### config.mk
export PLATFORM = sky130hd
export DESIGN_NAME = uart_tx_mmio
export DESIGN_NICKNAME = d
export VERILOG_FILES = /design/src/rtl/uart_tx_mmio.sv
export SDC_FILE = /design/constraint.sdc
export NUM_CORES = 1
export LEC_CHECK = 0
export ABC_AREA = 1
export BUFFER_PORTS_ARGS = -buffer_cell sky130_fd_sc_hd__buf_2
export CAP_MARGIN = 10
export CORE_ASPECT_RATIO = 0.7
export CORE_MARGIN = 4
export CORE_UTILIZATION = 30
export CTS_CLUSTER_DIAMETER = 30
export CTS_CLUSTER_SIZE = 8
export DETAILED_ROUTE_END_ITERATION = 10
export GPL_ROUTABILITY_DRIVEN = 0
export GPL_TIMING_DRIVEN = 0
export PLACE_DENSITY = 0.47
export SETUP_SLACK_MARGIN = 0.02
export SLEW_MARGIN = 20
export SYNTH_ARGS = -nofsm -noshare
export SYNTH_HDL_FRONTEND = slang
export SYNTH_SLANG_ARGS = --single-unit
### constraint.sdc
create_clock -name clk -period 3.1 [get_ports clk]
set_input_delay 0.465 -clock clk [delete_from_list [all_inputs] [get_ports clk]]
set_output_delay 0.465 -clock clk [all_outputs]
set_load 0.02 [all_outputs]
### src/rtl/uart_tx_mmio.sv
// Memory-mapped 8N1 UART transmitter: a small TX FIFO drained by a programmable-rate serializer.
// Registers are decoded on a[3:2]: TXDATA, STATUS, DIVISOR, reserved.
module uart_tx_mmio #(
    parameter int unsigned DEPTH     = 4,
    parameter int unsigned DIV_RESET = 433
) (
    input  logic        clk,
    input  logic        reset,
    input  logic        we,
    input  logic [31:0] a,
    input  logic [31:0] wd,
    output logic [31:0] rd,
    output logic        tx
);
    localparam int unsigned AW = $clog2(DEPTH);
    localparam int unsigned CW = AW + 1;

    typedef enum logic [1:0] {StIdle, StStart, StData, StStop} state_e;

    state_e        state_q, state_d;
    logic [7:0]    mem_q [DEPTH];
    logic [AW-1:0] wptr_q, rptr_q;
    logic [CW-1:0] count_q, count_d;
    logic          overflow_q, overflow_d;
    logic [15:0]   divisor_q, divisor_d;
    logic [15:0]   period_q, period_d;
    logic [15:0]   cyc_q, cyc_d;
    logic [2:0]    bit_q, bit_d;
    logic [7:0]    shift_q, shift_d;
    logic          tx_q, tx_d;
    logic          sel_data, sel_status, sel_div;
    logic          push_ok, pop, empty, full, busy, period_done;
    logic          unused_bits;

    assign unused_bits = ^{a[31:4], a[1:0], wd[31:16]};

    assign sel_data    = we && (a[3:2] == 2'd0);
    assign sel_status  = we && (a[3:2] == 2'd1);
    assign sel_div     = we && (a[3:2] == 2'd2);
    assign empty       = (count_q == '0);
    assign full        = (count_q == CW'(DEPTH));
    assign push_ok     = sel_data && !full;
    assign busy        = (state_q != StIdle);
    assign period_done = (cyc_q == period_q);
    assign tx          = tx_q;

    // Full is judged before the edge, so a push into a full FIFO drops even alongside a pop.
    always_comb begin
        count_d = count_q;
        if (push_ok && !pop) begin
            count_d = count_q + CW'(1);
        end else if (!push_ok && pop) begin
            count_d = count_q - CW'(1);
        end
        overflow_d = overflow_q;
        if (sel_status && wd[3]) begin
            overflow_d = 1'b0;
        end
        if (sel_data && full) begin
            overflow_d = 1'b1;
        end
        divisor_d = sel_div ? wd[15:0] : divisor_q;
    end

    always_comb begin
        state_d  = state_q;
        cyc_d    = cyc_q;
        bit_d    = bit_q;
        shift_d  = shift_q;
        period_d = period_q;
        pop      = 1'b0;
        case (state_q)
            StIdle: begin
                if (!empty) begin
                    pop      = 1'b1;
                    shift_d  = mem_q[rptr_q];
                    period_d = divisor_q;
                    cyc_d    = '0;
                    state_d  = StStart;
                end
            end
            StStart: begin
                if (period_done) begin
                    cyc_d   = '0;
                    bit_d   = '0;
                    state_d = StData;
                end else begin
                    cyc_d = cyc_q + 16'd1;
                end
            end
            StData: begin
                if (period_done) begin
                    cyc_d = '0;
                    if (bit_q == 3'd7) begin
                        state_d = StStop;
                    end else begin
                        bit_d   = bit_q + 3'd1;
                        shift_d = {1'b0, shift_q[7:1]};
                    end
                end else begin
                    cyc_d = cyc_q + 16'd1;
                end
            end
            StStop: begin
                if (period_done) begin
                    cyc_d   = '0;
                    state_d = StIdle;
                end else begin
                    cyc_d = cyc_q + 16'd1;
                end
            end
            default: state_d = StIdle;
        endcase
        // tx is registered from the next state so the line changes on the transition edge.
        tx_d = (state_d == StStart) ? 1'b0 : (state_d == StData) ? shift_d[0] : 1'b1;
    end

    always_ff @(posedge clk) begin
        if (reset) begin
            state_q    <= StIdle;
            wptr_q     <= '0;
            rptr_q     <= '0;
            count_q    <= '0;
            overflow_q <= 1'b0;
            divisor_q  <= 16'(DIV_RESET);
            period_q   <= '0;
            cyc_q      <= '0;
            bit_q      <= '0;
            shift_q    <= '0;
            tx_q       <= 1'b1;
        end else begin
            state_q    <= state_d;
            count_q    <= count_d;
            overflow_q <= overflow_d;
            divisor_q  <= divisor_d;
            period_q   <= period_d;
            cyc_q      <= cyc_d;
            bit_q      <= bit_d;
            shift_q    <= shift_d;
            tx_q       <= tx_d;
            if (push_ok) begin
                mem_q[wptr_q] <= wd[7:0];
                wptr_q        <= wptr_q + AW'(1);
            end
            if (pop) begin
                rptr_q <= rptr_q + AW'(1);
            end
        end
    end

    always_comb begin
        rd = '0;
        case (a[3:2])
            2'd1:    rd = {24'h0, 4'(count_q), overflow_q, busy, full, empty};
            2'd2:    rd = {16'h0, divisor_q};
            default: rd = '0;
        endcase
    end

endmodule

### Word-level counts from Yosys, hierarchy flattened

Memory sizes are Yosys's and may differ from the RTL's. A register that Yosys moved wholly into a read port is not among the register bits.
Index checks and enable logic that the tools add are counted.

* bits of input ports: 67
* memory bits (read-only): 0
* logic and storage cells: 88
* output and inout bits: 33
* memories: 1
* RAM bits: 32
* latch bits: 0
* bits in registers: 70

Memories
* mem_q: words 4, bits a word 8, read ports 1, clocked after Yosys merged registers in 1, write ports 1, RTL line 21 `logic [7:0] mem_q [DEPTH];`

* bitwise operators: 1
* eq/ne operators: 14
* add/sub/neg operators: 6
* $lt $le $gt $ge: 0
* reduce and logical (&&, ||, !) cells: 23
* multipliers: 0
* multiplexer cells: 31
* shift operators: 0
* divide/modulo/power cells: 0

Operator list (number)
* 16-bit one-hot mux with 2 select lines: 2
* 16-bit two-way mux: 2
* 8-bit two-way mux: 3
* 16-bit by 1-bit adder with 16-bit output (second input constant): 1
* 16-bit equality test: 1
* 8-bit one-hot mux with 2 select lines: 1
* 3-bit two-way mux: 5
* 2-bit two-way mux: 7
* 2-bit nonzero test: 5
* 1-bit two-way mux: 9
* 2-bit equality test (second input constant): 4
* 1-bit logical AND: 8
* 2-bit inequality test (second input constant): 4
* 2-bit one-hot mux with 4 select lines: 1
* 4-bit AND reduction: 2
* 3-bit by 1-bit adder with 3-bit output (second input constant): 2
* 2-bit by 1-bit equality test with 1-bit output (second input constant): 3
* 3-bit equality test (second input constant): 2
* 3-bit one-hot mux with 2 select lines: 1
* 2-bit by 1-bit adder with 2-bit output (second input constant): 2
* 2-bit zero test: 2
* 1-bit zero test: 3
* 3-bit zero test: 1
* 3-bit OR reduction: 1
* other kinds (3): 3

### Longest topological paths before layout

Gate-level depths: netlist of run 1.

* depth in word-level cells: 7
* depth in mapped cells: 14
* mapped depth without buffers: 14

### Least setup slack after synthesis of run 1

No wires, ideal clock.

* path type: register -> register
* from: register count_q[0]
* to: register count_q[2]
* buffers on the path: 1
* path slack: 0.880 ns
* stages on the path, launching flop included: 15
* library setup time: 0.070 ns
* data required time: 3.030 ns
* arrival: 2.150 ns
* clock period less this slack: 2.220 ns
* path through: dfxtp_1 -> nor2_1 -> nand2_1 -> inv_1 -> nor2_1 -> inv_1 -> clkbuf_1 -> ha_1 -> inv_1 -> fa_1 -> nor2_1 -> nor2_1 -> nand2_1 -> o21ai_0 -> a21oi_1

* word-level cells in the longest chain between the ends: 6
* elaborated cells on any way between the ends: 15
* those cells by class: add/sub (2); eq/ne (1); mux (4); reduce/logical (8)

Ends and longest elaborated chain
* start: declaration: RTL line 23 `logic [CW-1:0] count_q, count_d;`
* start signal: assignment: RTL line 133 `count_q <= count_d;`
* parallel branches: the longest is 6 deep, another holds 3-bit by 1-bit subtractor with 3-bit output

Parallel ways; which one is timed is not known. The select of a mux whose other input is x is not followed.
A chain may end at the register's enable or synchronous reset.

### Final worst setup path of run 1

Same ends and word-level chain as after synthesis.

==> impl_metrics.py, run 1 <==
metrics = {
    "route": {
        "wl_met2_um": 5190,
        "wl_met3_um": 781,
        "drc_errors": 0,
        "drtAntennaViolNets": 0,
        "routed-via-count": 4232,
        "firstDrtPassIters": 5,
        "finalWirelength_um": 13400,
        "drt-vias-per-instance": 4.59,
        "drt-initial-drc-count": 307,
        "routedWlPerCell_um": 14.5,
        "routed.top_layer": "met4",
        "wl_met1_um": 7350,
    },
    "critical_path": {
        "worstSetupPathType": "reg2reg",
        "cp-end-kind": "register",
        "crit_required_ns": 3.38,
        "worst_ep_arrival_time_ns": 2.91,
        "cp_max_fo": 16,
        "cp-start-kind": "register",
    },
    "yosys": {
        "syn_inst": 636,
        "synth_top_area_share_pct": 29.5,
        "postSynth.asyncResetShare_pct": 0,
        "yosys_warnings": 0,
        "ys_seq_area_share_pct": 49.1,
        "synth_area_leaders": "dfxtp_1, edfxtp_1, nand2_1",
        "synth_edf_count": 32,
        "synthTopCellsByCount": "nand2_1, nor2_1, dfxtp_1",
        "netlist.top_cell.by_area": "dfxtp_1",
        "syn_area_per_cell_um2": 7.69,
        "ys_ff_latch": 104,
        "yosysMostFrequentCell": "nand2_1",
        "netlist_area_um2": 4890,
        "synth.distinct_cells": 32,
        "ys.flop_type": "dfxtp_1",
    },
    "layout": {
        "syn2layout_area_growth_pct": 16.3,
        "n_antenna_cell": 0,
        "drive_gt1_share_pct": 12.3,
        "layout.nets": 776,
    },
    "power_and_ir_drop": {
        "finalPower_mw": 4.47,
        "power_leakage_nw": 2.40,
        "pwr-share-comb_pct": 34.5,
        "p_clk_share_pct": 25.1,
        "power_density_nw_per_um2": 786,
        "netSwitchingPower_mw": 1.80,
        "peakVddDrop_mv": 0.295,
        "intPower_mw": 2.67,
        "p_sw_share_pct": 40.4,
        "pwr-share-seq_pct": 40.4,
    },
    "timing": {
        "setup_violations": 0,
        "clock.fmax_mhz": 380,
        "worst_slack_ns": 0.469,
        "finClkSkew_ns": 0.00966,
        "rsz0062_at_grt": "no",
        "fin_crit_sh_pct": 84.9,
        "finalCriticalPeriod_ns": 2.63,
        "finalMaxSlewViolations": 0,
        "worst_slew_pin_slew_ns": 0.830,
        "setup_tns_ns": 0,
        "finalHoldViolCount": 0,
        "relSlewSlack_pct": 44.5,
    },
    "floorplan": {
        "die_x_um": 161,
        "die_y_um": 115,
        "fp.coreArea_um2": 15700,
        "start_util_pct": 31.1,
        "fp.dieArea_um2": 18500,
        "io_pins": 100,
        "fp-row-count": 38,
    },
    "run": {
        "maxCapViolCount": 0,
    },
    "global_routing": {
        "gr-usage-all-layers_pct": 15.1,
        "grt_pass1_wl_um": 21700,
        "grt_max_degree": 20,
        "antenna_found_initial": 0,
        "grt_overflow": 0,
        "grt_pass1_vias": 3929,
    },
    "clocking": {
        "cts_resized": 0,
        "clk_latency_ns": 0.35,
        "numClockSinks": 104,
        "cts_tree": "yes",
        "cts_buffer_depth": 2,
        "cts_made_buffers": 9,
        "cts_hold_buf": 0,
        "cts.clk_slew.worst_paths_ns": 0.08,
        "htree_num_levels": 3,
        "cts_root_buf": "clkbuf_16",
        "cts_setup_buffers": 0,
    },
    "place": {
        "detailedPlace.worstSlack_ns": 0.292,
        "post-dp-hpwl_um": 10300,
        "port_buffers": 36,
    },
    "worst_hold_path": {
        "hp-class": "in2reg",
    },
    "outcome": {
        "outcome": "completed",
    },
}
-- power by group through the flow --
| stage | Sequential [mW] | Combinational, mW | Clock [mW] |
|---|---|---|---|
| 2_1_floorplan | 1.79 | 1.09 | 0 |
| 3_3_place_gp | 1.83 | 1.52 | 0 |
| 3_5_place_dp | 1.83 | 1.54 | 0 |
| 4_1_cts | 1.80 | 1.54 | 1.15 |
| 5_1_grt | 1.85 | 1.76 | 1.20 |
| 6_report | 1.81 | 1.54 | 1.12 |
-- critical path: stages (launching register included) --
cell     delay (ns)
dfxtp_1        0.36
nor2_1         0.25
nand2_1        0.17
inv_1          0.10
nor2_1         0.10
inv_1          0.45
ha_1           0.25
inv_1          0.07
fa_1           0.38
nor2_1         0.11
nor2_1         0.04
nand2_1        0.07
o21ai_0        0.07
a21oi_1        0.14
-- worst paths after layout --
kind | slack (ns) | end | startpoint | cells past startpoint
hold / removal | 0.32 | divisor_q[8] | wd[8] | 3
setup reg to reg | 0.47 | count_q[2] | count_q[0] | 13
setup / recovery | 0.47 | count_q[2] | count_q[0] | 13
hold reg to reg | 0.46 | shift_q[7] | shift_q[7] | 2
-- through the flow --
step	instance area (µm²)	instances	hold slack, ns	utilization (%)
final	5690	922	0.323	36.2
after global routing	5690	922	0.330	36.2
after global placement	5410	907	0.451	34.3
after floorplan	4950	651	0.436	-
after CTS	5690	923	0.316	36.2
after detailed placement	5410	907	0.454	34.3
-- cell usage in the layout (no fill, tap or decap), drive strengths merged --
| cell | count |
|---|---|
| xor2 | 5 |
| o22ai | 8 |
| a22oi | 7 |
| a21oi | 57 |
| nand2 | 153 |
| nand3b | 1 |
| nor4 | 1 |
| clkinvlp | 3 |
| ha | 11 |
| edfxtp | 32 |
| nor2 | 80 |
| fa | 1 |
| conb | 16 |
| nand3 | 26 |
| nor3 | 1 |
| a31oi | 1 |
| inv | 78 |
| clkinv | 1 |
| dfxtp | 72 |
| clkbuf | 25 |
| o211ai | 1 |
| o21ai | 60 |
| o31ai | 1 |
| buf | 57 |
| nand4 | 4 |
-- per-layer routing --
metal	GRT usage, %	vias up
met4	3.27	0
met5	0	-
li1	-	2160
met3	3.15	4
met1	24.0	1954
met2	20.6	114
-- flip-flops by register name, indices dropped and copies added (netlist names), named ones only --
register,cells
overflow_q,1
bit_q,3
tx,1
wptr_q,2
divisor_q,16
shift_q,8
mem_q,32
period_q,16
state_q,2
cyc_q,16
rptr_q,2
count_q,3
-- kinds of logic (layout without fill, tap and decap cells) --
family / after synthesis / after routing / synth area share, %
adders and majority gates: 12 / 12 / 3.22
DFF: 104 / 104 / 49.1
other: 1 / 16 / 0.0766
xor gates and xnor gates: 5 / 5 / 0.895
buffers and inverters: 113 / 164 / 10.2
and+or+nand+nor: 266 / 266 / 22.0
AOI/OAI and AO/OA: 135 / 135 / 14.5
-- final cells by class --
cell class | instances | area, µm²
sequential | 104 | 2400
clock buffer | 9 | 225
clock inverter | 7 | 62.6
fill | 1649 | 10000
buffer | 37 | 213
timing repair buffer | 36 | 180
tap | 220 | 275
multi-input combinational | 434 | 2050
inverter | 75 | 282
Note: power is estimated with default switching activity, not from simulation.
==> inputs of run 2 (changes only) <==
- ABC_AREA: 1 -> 0
- PLACE_DENSITY: 0.47 -> 0.49
- clock period: 3.1 -> 2.2 ns (I/O delays scaled with it)
==> run 2 against run 1 <==
Against the previous run:
- sequential share of layout area down 0.26 points
- clock power grew 48%
- synthesized cell count fell by 22%
- largest power group is now combinational cells
- register-to-register slack worse by 0.36 ns
- critical path depth fell by 9
- design area increased by 1.1%
- critical endpoint is now rd[1]
- critical path type is now reg2out
- synthesized area fell by 0.95%
- non-clock buffer count rose by 12
- die area fell by 0.89%
- hold slack worse by 0.13 ns
- setup slack worse by 0.42 ns
==> impl_metrics.py, run 2 <==
metrics = {
    "clocking": {
        "cts_buffer_depth": 2,
        "cts_root_buf": "clkbuf_16",
        "numClockSinks": 104,
        "cts_tree": "yes",
        "cts_hold_buf": 0,
        "cts.clk_slew.worst_paths_ns": 0.07,
        "htree_num_levels": 3,
        "clk_latency_ns": 0.35,
        "cts_made_buffers": 9,
    },
    "route": {
        "drt-initial-drc-count": 268,
        "finalWirelength_um": 12900,
        "firstDrtPassIters": 5,
        "drtAntennaViolNets": 0,
        "drt-vias-per-instance": 4.94,
        "routed-via-count": 3771,
        "drc_errors": 0,
        "routedWlPerCell_um": 16.9,
    },
    "yosys": {
        "synth.distinct_cells": 58,
        "synth_area_leaders": "dfxtp_1, edfxtp_1, nand2_1",
        "yosys_warnings": 0,
        "syn_area_per_cell_um2": 9.83,
        "postSynth.asyncResetShare_pct": 0,
        "synth_top_area_share_pct": 29.7,
        "netlist.top_cell.by_area": "dfxtp_1",
        "yosysMostFrequentCell": "nand2_1",
        "ys_seq_area_share_pct": 49.6,
        "ys.flop_type": "dfxtp_1",
        "synthTopCellsByCount": "nand2_1, dfxtp_1, a21oi_1",
        "netlist_area_um2": 4850,
        "synth_edf_count": 32,
        "ys_ff_latch": 104,
        "syn_inst": 493,
    },
    "timing": {
        "rsz0062_at_grt": "yes",
        "finalHoldViolCount": 0,
        "relSlewSlack_pct": 48.5,
        "fin_crit_sh_pct": 97.8,
        "finClkSkew_ns": 0.00762,
        "setup_violations": 0,
        "finalMaxSlewViolations": 0,
        "setup_tns_ns": 0,
        "finalCriticalPeriod_ns": 2.15,
        "worst_slew_pin_slew_ns": 0.772,
        "clock.fmax_mhz": 465,
    },
    "layout": {
        "regMostFlops": "mem_q",
        "layout.nets": 638,
        "final_common_cell": "nand2_1",
        "layout.cells.non_filler": 764,
        "n_antenna_cell": 0,
        "largest_register_ffs": 32,
        "stdcell_area_um2": 5750,
        "syn2layout_area_growth_pct": 18.7,
        "mostFrequentLayoutCells": "nand2_1, dfxtp_1, a21oi_1, buf_2, edfxtp_1",
        "drive_gt1_share_pct": 21.3,
    },
    "global_routing": {
        "grt_pass1_wl_um": 20600,
        "gr-usage-all-layers_pct": 14.5,
        "grt_overflow": 0,
        "use_met2_pct": 19.8,
        "use_met1_pct": 22.7,
        "grt_pass1_vias": 3681,
        "grt.busiest_layer": "met1",
        "grt_max_degree": 19,
        "antenna_found_initial": 0,
        "grtUsageMet3_pct": 3.24,
    },
    "place": {
        "placed_cells": 744,
        "dpl-instance-area_um2": 5380,
        "post-dp-hpwl_um": 9840,
        "port_buffers": 36,
    },
    "floorplan": {
        "fp-row-count": 38,
        "die_y_um": 114,
        "start_util_pct": 31.0,
        "io_pins": 100,
        "die_x_um": 160,
        "fp.coreArea_um2": 15600,
        "fp.dieArea_um2": 18300,
    },
    "worst_hold_path": {
        "whs_endpoint": "divisor_q[8]",
        "min_from": "wd[8]",
        "hold_depth": 3,
        "hp-class": "in2reg",
    },
    "critical_path": {
        "worstSetupPathType": "reg2out",
        "cp-start-kind": "register",
        "worst-path-buf-inv": 1,
        "cp_top_family": "simple AND/OR/NAND/NOR gates",
        "worst_ep_arrival_time_ns": 1.82,
        "rrSetupSlack_ns": 0.11,
        "crit_required_ns": 1.87,
        "r2r_start": "count_q[1]",
        "max_stage_delay_ns": 0.52,
        "ff2ff_path_depth": 10,
        "slowest_stage": "nor3b_1",
        "cp-end-kind": "output pin",
        "reg2reg_to": "count_q[2]",
        "crit_chain": "nor3b_1 -> a22oi_1 -> nor2b_1 -> buf_2",
        "cp_max_fo": 6,
    },
    "power_and_ir_drop": {
        "pwr-share-seq_pct": 35.1,
        "p_clk_share_pct": 24.2,
        "netSwitchingPower_mw": 2.63,
        "power_leakage_nw": 2.15,
        "pwr-share-comb_pct": 40.7,
        "peakVddDrop_mv": 0.535,
        "intPower_mw": 4.23,
        "p_sw_share_pct": 38.4,
        "power_density_nw_per_um2": 1190,
    },
    "run": {
        "maxCapViolCount": 0,
    },
    "outcome": {
        "outcome": "completed",
    },
}
[run 2: cell types whose count changed after synthesis, sizes merged, moves of 13 or more]
| cell | previous run | this run |
|---|---|---|
| nand2 | 153 | 80 |
| inv | 74 | 9 |
| nor2 | 80 | 22 |
| o21ai | 60 | 14 |
| xnor2 | 0 | 18 |
| and2 | 0 | 15 |
| nor3 | 1 | 14 |
[run 2: through the flow]
step	hold WS [ns]	total power, mW	utilization [%]	worst slack [ns]
CTS	0.191	6.79	36.5	0.00360
global placement	0.453	4.97	34.4	-0.274
floorplan	0.429	4.29	-	0.0570
finish	0.195	6.86	36.8	0.0479
detailed placement	0.461	5.00	34.4	-0.289
global route	0.197	7.28	36.8	-0.000774
[run 2: worst max path at each step]
stage | depth (start not counted) | from | slack (ns) | endpoint
after floorplan | 10 | count_q[2] | 0.06 | count_q[2]
after CTS | 10 | count_q[0] | 0.004 | count_q[2]
final | 4 | count_q[2] | 0.05 | rd[1]
after detailed placement | 11 | a[2] | -0.29 | count_q[2]
after global routing | 4 | count_q[2] | -0.0008 | rd[1]
after global placement | 10 | count_q[0] | -0.27 | count_q[2]
[run 2: worst reg2reg max path: stages (launching register included)]
cell and delay, ns:
dfxtp_4 0.37, nor3_4 0.28, nor3_4 0.08, inv_2 0.09, buf_8 0.11, ha_4 0.12, inv_1 0.05, fa_2 0.33
xor2_1 0.17, or3_1 0.30, a21oi_1 0.12
[run 2: timing repair]
action / CTS / global route
pin swaps: 4 / 2
gates resized for setup: 5 / 8
buffers inserted: 4 / 2
endpoints found under the setup margin: 11 / 11
[run 2: metal layers]
| metal | up-vias | wire [µm] |
|---|---|---|
| met5 | - | 0 |
| met4 | 0 | 144 |
| met3 | 14 | 574 |
| met2 | 81 | 5100 |
| met1 | 1843 | 7120 |
| li1 | 1833 | - |
[run 2: logic make-up after synthesis]
kind of cell	share of synthesized area, %
AND/OR/NAND/NOR	20.3
other	0.0774
XOR/XNOR	4.13
flip-flops	49.6
AO/OA/AOI/OAI	12.0
buffers and inverters	6.38
multiplexers	4.34
adder cells (fa/ha/maj)	3.25
[run 2: power by group through the flow]
stage	clock network (mW)	registers, mW	logic (mW)
3_3_place_gp	0	2.42	2.55
6_report	1.66	2.41	2.79
4_1_cts	1.69	2.40	2.70
3_5_place_dp	0	2.42	2.58
2_1_floorplan	0	2.38	1.90
5_1_grt	1.76	2.44	3.07
[run 2: final cells by class]
class                   instances  area (µm²)
multi-input cells             350        2250
fillers                      1571        9890
inverters                       9        33.8
clock inverters                 6        75.1
well taps                     200         250
repair buffers                 42         225
flip-flops and latches        104        2410
clock buffers                  10         229
plain buffers                  43         279
